--- config.mk ---
export PLATFORM = sky130hd
export DESIGN_NAME = muldiv_unit
export DESIGN_NICKNAME = d
export VERILOG_FILES = /design/src/rtl/muldiv_unit.sv
export SDC_FILE = /design/constraint.sdc
export NUM_CORES = 2
export LEC_CHECK = 0
export CORE_AREA = 2 2 381 383
export CTS_BUF_LIST = sky130_fd_sc_hd__clkbuf_16
export CTS_CLUSTER_SIZE = 10
export DETAILED_ROUTE_END_ITERATION = 7
export DIE_AREA = 0 0 383 385
export PLACE_DENSITY_LB_ADDON = 0.1
export SYNTH_ARGS = -nofsm -noshare
export SYNTH_HDL_FRONTEND = slang
export SYNTH_SLANG_ARGS = --single-unit
--- constraint.sdc ---
create_clock -name clk -period 9.6 [get_ports clk]
set_input_delay 2.88 -clock clk [delete_from_list [all_inputs] [get_ports clk]]
set_output_delay 2.88 -clock clk [all_outputs]
set_load 0.02 [all_outputs]
--- src/rtl/muldiv_unit.sv ---
// Iterative RV64M multiply/divide unit: shift-add multiply and restoring divide,
// STEP bits per cycle, with single-cycle handling of divide-by-zero and signed overflow.
module muldiv_unit #(
  parameter int XLEN = 64,
  parameter int STEP = 1
) (
  input  logic            clk,
  input  logic            rst_n,
  input  logic            in_valid,
  output logic            in_ready,
  input  logic [XLEN-1:0] in_a,
  input  logic [XLEN-1:0] in_b,
  input  logic [2:0]      in_op,
  input  logic            in_word32,
  input  logic            flush,
  output logic            out_valid,
  input  logic            out_ready,
  output logic [XLEN-1:0] result
);

  localparam int CNT_W = (XLEN / STEP > 1) ? $clog2(XLEN / STEP) : 1;
  localparam logic [CNT_W-1:0] LAST_W = CNT_W'(32 / STEP - 1);
  localparam logic [CNT_W-1:0] LAST_X = CNT_W'(XLEN / STEP - 1);

  localparam logic [1:0] S_IDLE = 2'd0;
  localparam logic [1:0] S_BUSY = 2'd1;
  localparam logic [1:0] S_DONE = 2'd2;

  localparam logic [2:0] OP_MUL    = 3'd0;
  localparam logic [2:0] OP_MULH   = 3'd1;
  localparam logic [2:0] OP_MULHSU = 3'd2;
  localparam logic [2:0] OP_MULHU  = 3'd3;
  localparam logic [2:0] OP_DIV    = 3'd4;
  localparam logic [2:0] OP_DIVU   = 3'd5;
  localparam logic [2:0] OP_REM    = 3'd6;
  localparam logic [2:0] OP_REMU   = 3'd7;

  function automatic logic [XLEN-1:0] ext32(input logic [31:0] v, input logic s);
    logic signed [31:0] sv;
    sv = v;
    return s ? XLEN'(sv) : XLEN'(v);
  endfunction

  function automatic logic [XLEN-1:0] sext_w(input logic w, input logic [XLEN-1:0] v);
    return w ? ext32(v[31:0], 1'b1) : v;
  endfunction

  // Applies the recorded signs to the unsigned magnitudes and picks the result half.
  function automatic logic [XLEN-1:0] finish_res(
    input logic [2:0]        op,
    input logic              w,
    input logic              nq,
    input logic              nr,
    input logic [2*XLEN-1:0] acc,
    input logic [XLEN-1:0]   quo,
    input logic [XLEN-1:0]   rem
  );
    logic [2*XLEN-1:0] prod;
    logic [XLEN-1:0]   q;
    logic [XLEN-1:0]   r;
    logic [XLEN-1:0]   v;
    prod = nq ? -acc : acc;
    q    = nq ? -quo : quo;
    r    = nr ? -rem : rem;
    case (op)
      OP_MUL:                      v = prod[XLEN-1:0];
      OP_MULH, OP_MULHSU, OP_MULHU: v = w ? XLEN'(prod[63:32]) : prod[2*XLEN-1:XLEN];
      OP_DIV, OP_DIVU:             v = q;
      default:                     v = r;
    endcase
    return sext_w(w, v);
  endfunction

  logic [1:0]          state_q, state_d;
  logic [2:0]          op_q, op_d;
  logic                w_q, w_d;
  logic                neg_q, neg_d;
  logic                negr_q, negr_d;
  logic [CNT_W-1:0]    cnt_q, cnt_d;
  logic [2*XLEN-1:0]   mcand_q, mcand_d;
  logic [XLEN-1:0]     mplier_q, mplier_d;
  logic [2*XLEN-1:0]   acc_q, acc_d;
  logic [XLEN-1:0]     quo_q, quo_d;
  logic [XLEN:0]       rem_q, rem_d;
  logic [XLEN-1:0]     dvs_q, dvs_d;
  logic [XLEN-1:0]     res_q, res_d;

  logic                sgn_a, sgn_b, a_neg, b_neg;
  logic [XLEN-1:0]     a_ext, b_ext, a_mag, b_mag, min_n, spec_res;
  logic                b_zero, ovf, special;

  logic [2*XLEN-1:0]   acc_n;
  logic [XLEN-1:0]     quo_n;
  logic [XLEN:0]       rem_n;

  assign in_ready  = (state_q == S_IDLE);
  assign out_valid = (state_q == S_DONE);
  assign result    = res_q;

  // Operand preparation for the op currently offered on the input.
  always_comb begin
    sgn_a   = (in_op != OP_MULHU) && (in_op != OP_DIVU) && (in_op != OP_REMU);
    sgn_b   = sgn_a && (in_op != OP_MULHSU);
    a_ext   = in_word32 ? ext32(in_a[31:0], sgn_a) : in_a;
    b_ext   = in_word32 ? ext32(in_b[31:0], sgn_b) : in_b;
    a_neg   = sgn_a & a_ext[XLEN-1];
    b_neg   = sgn_b & b_ext[XLEN-1];
    a_mag   = a_neg ? -a_ext : a_ext;
    b_mag   = b_neg ? -b_ext : b_ext;
    min_n   = in_word32 ? ext32(32'h8000_0000, 1'b1) : {1'b1, {(XLEN-1){1'b0}}};
    b_zero  = (b_ext == '0);
    ovf     = sgn_b && (a_ext == min_n) && (b_ext == '1);
    special = in_op[2] && (b_zero || ovf);
    case (in_op)
      OP_DIV, OP_DIVU: spec_res = b_zero ? '1 : a_ext;
      default:         spec_res = b_zero ? a_ext : '0;
    endcase
    spec_res = sext_w(in_word32, spec_res);
  end

  // One iteration: STEP multiplier bits added in, or STEP restoring quotient bits.
  always_comb begin
    acc_n = acc_q;
    for (int k = 0; k < STEP; k++) begin
      if (mplier_q[k]) acc_n = acc_n + (mcand_q << k);
    end
    quo_n = quo_q;
    rem_n = rem_q;
    for (int k = 0; k < STEP; k++) begin
      rem_n = {rem_n[XLEN-1:0], quo_n[XLEN-1]};
      quo_n = {quo_n[XLEN-2:0], 1'b0};
      if (rem_n >= {1'b0, dvs_q}) begin
        rem_n    = rem_n - {1'b0, dvs_q};
        quo_n[0] = 1'b1;
      end
    end
  end

  always_comb begin
    state_d  = state_q;
    op_d     = op_q;
    w_d      = w_q;
    neg_d    = neg_q;
    negr_d   = negr_q;
    cnt_d    = cnt_q;
    mcand_d  = mcand_q;
    mplier_d = mplier_q;
    acc_d    = acc_q;
    quo_d    = quo_q;
    rem_d    = rem_q;
    dvs_d    = dvs_q;
    res_d    = res_q;
    if (flush) begin
      state_d = S_IDLE;
    end else begin
      case (state_q)
        S_IDLE: begin
          if (in_valid) begin
            op_d     = in_op;
            w_d      = in_word32;
            neg_d    = a_neg ^ b_neg;
            negr_d   = a_neg;
            cnt_d    = '0;
            mcand_d  = {{XLEN{1'b0}}, a_mag};
            mplier_d = b_mag;
            acc_d    = '0;
            // Dividend is left-aligned so W ops shift their 32 bits out first.
            quo_d    = in_word32 ? (a_mag << (XLEN - 32)) : a_mag;
            rem_d    = '0;
            dvs_d    = b_mag;
            if (special) begin
              res_d   = spec_res;
              state_d = S_DONE;
            end else begin
              state_d = S_BUSY;
            end
          end
        end
        S_BUSY: begin
          if (!op_q[2]) begin
            acc_d    = acc_n;
            mcand_d  = mcand_q << STEP;
            mplier_d = mplier_q >> STEP;
          end else begin
            quo_d = quo_n;
            rem_d = rem_n;
          end
          cnt_d = cnt_q + 1'b1;
          if (cnt_q == (w_q ? LAST_W : LAST_X)) begin
            res_d   = finish_res(op_q, w_q, neg_q, negr_q, acc_n, quo_n, rem_n[XLEN-1:0]);
            state_d = S_DONE;
          end
        end
        S_DONE: begin
          if (out_ready) state_d = S_IDLE;
        end
        default: state_d = S_IDLE;
      endcase
    end
  end

  always_ff @(posedge clk or negedge rst_n) begin
    if (!rst_n) begin
      state_q  <= S_IDLE;
      op_q     <= '0;
      w_q      <= 1'b0;
      neg_q    <= 1'b0;
      negr_q   <= 1'b0;
      cnt_q    <= '0;
      mcand_q  <= '0;
      mplier_q <= '0;
      acc_q    <= '0;
      quo_q    <= '0;
      rem_q    <= '0;
      dvs_q    <= '0;
      res_q    <= '0;
    end else begin
      state_q  <= state_d;
      op_q     <= op_d;
      w_q      <= w_d;
      neg_q    <= neg_d;
      negr_q   <= negr_d;
      cnt_q    <= cnt_d;
      mcand_q  <= mcand_d;
      mplier_q <= mplier_d;
      acc_q    <= acc_d;
      quo_q    <= quo_d;
      rem_q    <= rem_d;
      dvs_q    <= dvs_d;
      res_q    <= res_d;
    end
  end

endmodule

==> results.cfg <==
[outcome]
status = completed

[setup_path]
critPathCapture = result[61]
r2r_cells = 18
slowest_stage = a221oi_1
worstSetupPathType = register to register
path_max_fanout = 49
crit_chain = ha_1, nand4_1, nor3_1, nand4_1, a211oi_2, nor2_2, buf_4, nor2_4, buf_4, nand4_1, o21ai_2, nand4_1, or4_1, or4_4, o311ai_0, o41ai_1, a221oi_1, a31oi_1
timing.rr.end = result[61]
crit_path_start_kind = register
arrival_ns = 8.70
worstSetupStartpoint = rem_q[34]
r2r_start = rem_q[34]
crit_required_ns = 10.14
path_common_cell = nand4_1
r2r_slack_ns = 1.43
max_stage_delay_ns = 0.85
cp-end-kind = register

[placed_design]
io_buffers = 202
gp_congestion = 1.07
hpwl_um = 258000
pre_cts_ws_ns = 1.09

[yosys]
seq_area_frac_synth_pct = 25.9
synthTopCellsByArea = dfrtp_1, o21ai_0, nand2_1
yosysWarningCount = 0
synth_edf_count = 0
async_flop_share_pct = 100
synthCells = 7737
yosys_register_bits = 590
ys.flop_type = dfrtp_1
synthesis.nets = 8074
ys_types = 125
synthesis.area_um2 = 56900
synth_top_cell_by_area = dfrtp_1
post-synth-top-area-fraction_pct = 25.9
syn_avg_cell_area_um2 = 7.36

[finish]
most-common-layout-cells = nand2_1, o21ai_0, nor2_1, a21oi_1, dfrtp_1
multi_input_area_um2 = 39700
num-fill-cells = 14739
regArea_um2 = 14800
layout_commonest_cell = nand2_1
syn_to_final_growth_pct = 10.7
drive_gt1_share_pct = 5.77
nets = 7990

[clock_tree]
cts_buffers = 79
clk_pin_slew_worst_paths_ns = 0.06
htreeDepth = 3
cts_hold_buffers = 0
postCtsSetupBuffers = 0
clk_path_buf_depth = 3
clockRootBuffer = clkbuf_16
cts.repair.resized = 0
cts_tree = built
insertion_delay_ns = 0.74
cts_sinks = 590

[pwr]
p_clk_share_pct = 19.2
p_total_w = 0.0155
power_density_nw_per_um2 = 246
internal-power_w = 0.00715
vdd_drop_max_uv = 204
combPwrFrac_pct = 54.8
switching_share_pct = 53.9
p_switching_w = 0.00835
power_leakage_nw = 25.1
seqPwrFrac_pct = 26.0

[timing]
slew_headroom_pct = 4.33
fin_skew_ns = 0.0428
setup_violations = 0
finalMaxSlewViolations = 0
fmax_mhz = 122
setup_slack_ns = 1.43
tightest_slew_ns = 1.42
fin_tns_setup_ns = 0
hold_viol = 0
rsz0062_at_grt = no
fin_crit_sh_pct = 85.1
fin_crit_ns = 8.17

[floorplan]
start_util_pct = 39.8
fp.dieH_um = 385
ioPinCount = 203
die_w_um = 383
dieArea_um2 = 147000
coreArea_um2 = 143000
std_cell_rows = 139

[drt]
via_per_inst = 6.77
ant_nets = 0
drc = 0
routed_wl_um = 323000
wl_per_cell_um = 33.6
drtPass1Iterations = 6
drt_iter0_drc = 8717
dr_total_vias = 65159

[global_routing]
busiest_layer = met2
globalRouteTotalUtil_pct = 42.1
use_met1_pct = 55.1
use_met2_pct = 61.8
grt_max_degree = 162
first_global_vias = 59078
overflow = 0
met3_usage_pct = 12.7
grt_pass1_wl_um = 448000
antenna_found_initial = 28

[job]
cap_viol_max_count = 0

[hold_path]
hold_class = register to register
## synthesized netlist by cell type, types with 55 or more instances
library cell  instances
a21o_1               98
a211oi_1             74
or4_1                55
o21ai_1              62
a31oi_1              84
mux2i_1             120
or3_1                88
nand3_1             144
inv_1               150
o21ai_0             842
a21oi_1             709
clkbuf_1            341
nor4_1               88
dfrtp_1             590
ha_1                198
o31ai_1             111
nand4_1             173
o211ai_1             83
o21a_1               76
a22o_1              122
nand2_1            1058
buf_2               107
xnor2_1             232
nor2_1              715
xor2_1              156
nor3_1              209
a22oi_1              56
## flip-flops by register name, summed over array words and instances (netlist names), 2 cells and up
register,cells
acc_q,128
cnt_q,6
dvs_q,64
mcand_q,128
mplier_q,64
op_q,3
quo_q,64
rem_q,64
result,64
state_q,2
## worst min-delay path by stage
stage	start	to	slack, ns	cells past startpoint
finish	dvs_q[7]	dvs_q[7]	0.48	2
global route	mplier_q[54]	mplier_q[54]	0.50	2
CTS	dvs_q[40]	dvs_q[40]	0.48	2
detailed placement	dvs_q[40]	dvs_q[40]	0.47	2
global placement	mplier_q[39]	mplier_q[39]	0.46	2
floorplan	mplier_q[32]	mplier_q[32]	0.44	2
## critical path: cells and delay by family, from the launching register on
family | cells | cell delay (ns)
AO/OA/AOI/OAI | 6 | 2.54
adder cells (fa/ha/maj) | 1 | 0.48
buffers and inverters | 2 | 0.79
flip-flops | 1 | 0.47
AND/OR/NAND/NOR | 9 | 3.65
## cell families after synthesis
family	share of synthesized area, %
compound gates	31.8
xor+xnor	5.97
fa+ha+maj	4.62
buf+inv	4.67
flops	25.9
mux	2.58
simple gates	24.4
## power groups by stage
| stage | Sequential (W) | Clock [W] | Combinational, W |
|---|---|---|---|
| after floorplan | 0.00352 | 0 | 0.00490 |
| after global placement | 0.00396 | 0 | 0.00807 |
| after detailed placement | 0.00396 | 0 | 0.00809 |
| after CTS | 0.00392 | 0.00300 | 0.00813 |
| after global routing | 0.00401 | 0.00308 | 0.00885 |
| final | 0.00402 | 0.00298 | 0.00850 |
## layer usage
| layer | part of all wire [%] | vias to the layer above |
|---|---|---|
| li1 | - | 28596 |
| met1 | 40 | 31902 |
| met2 | 42 | 3925 |
| met3 | 12 | 716 |
| met4 | 6.6 | 20 |
| met5 | 0.044 | - |
## area by class of cell
type	instances	area share, %
multi-input cells	6486	62.9
flip-flops and latches	590	23.4
repair buffers	342	5.00
well taps	1903	3.78
clock buffers	79	3.14
inverters	154	0.921
clock inverters	57	0.784
diodes	10	0.0397
## through the flow
stage	std cells	utilization (%)	hold WS (ns)	area, µm²
after floorplan	7737	-	0.445	56900
after global placement	9475	42.3	0.463	60500
after detailed placement	9475	42.3	0.467	60500
after CTS	9611	44.0	0.480	63000
after global routing	9611	44.0	0.502	63000
final	9621	44.0	0.477	63000
No activity file was read; power rests on OpenSTA's default activity.
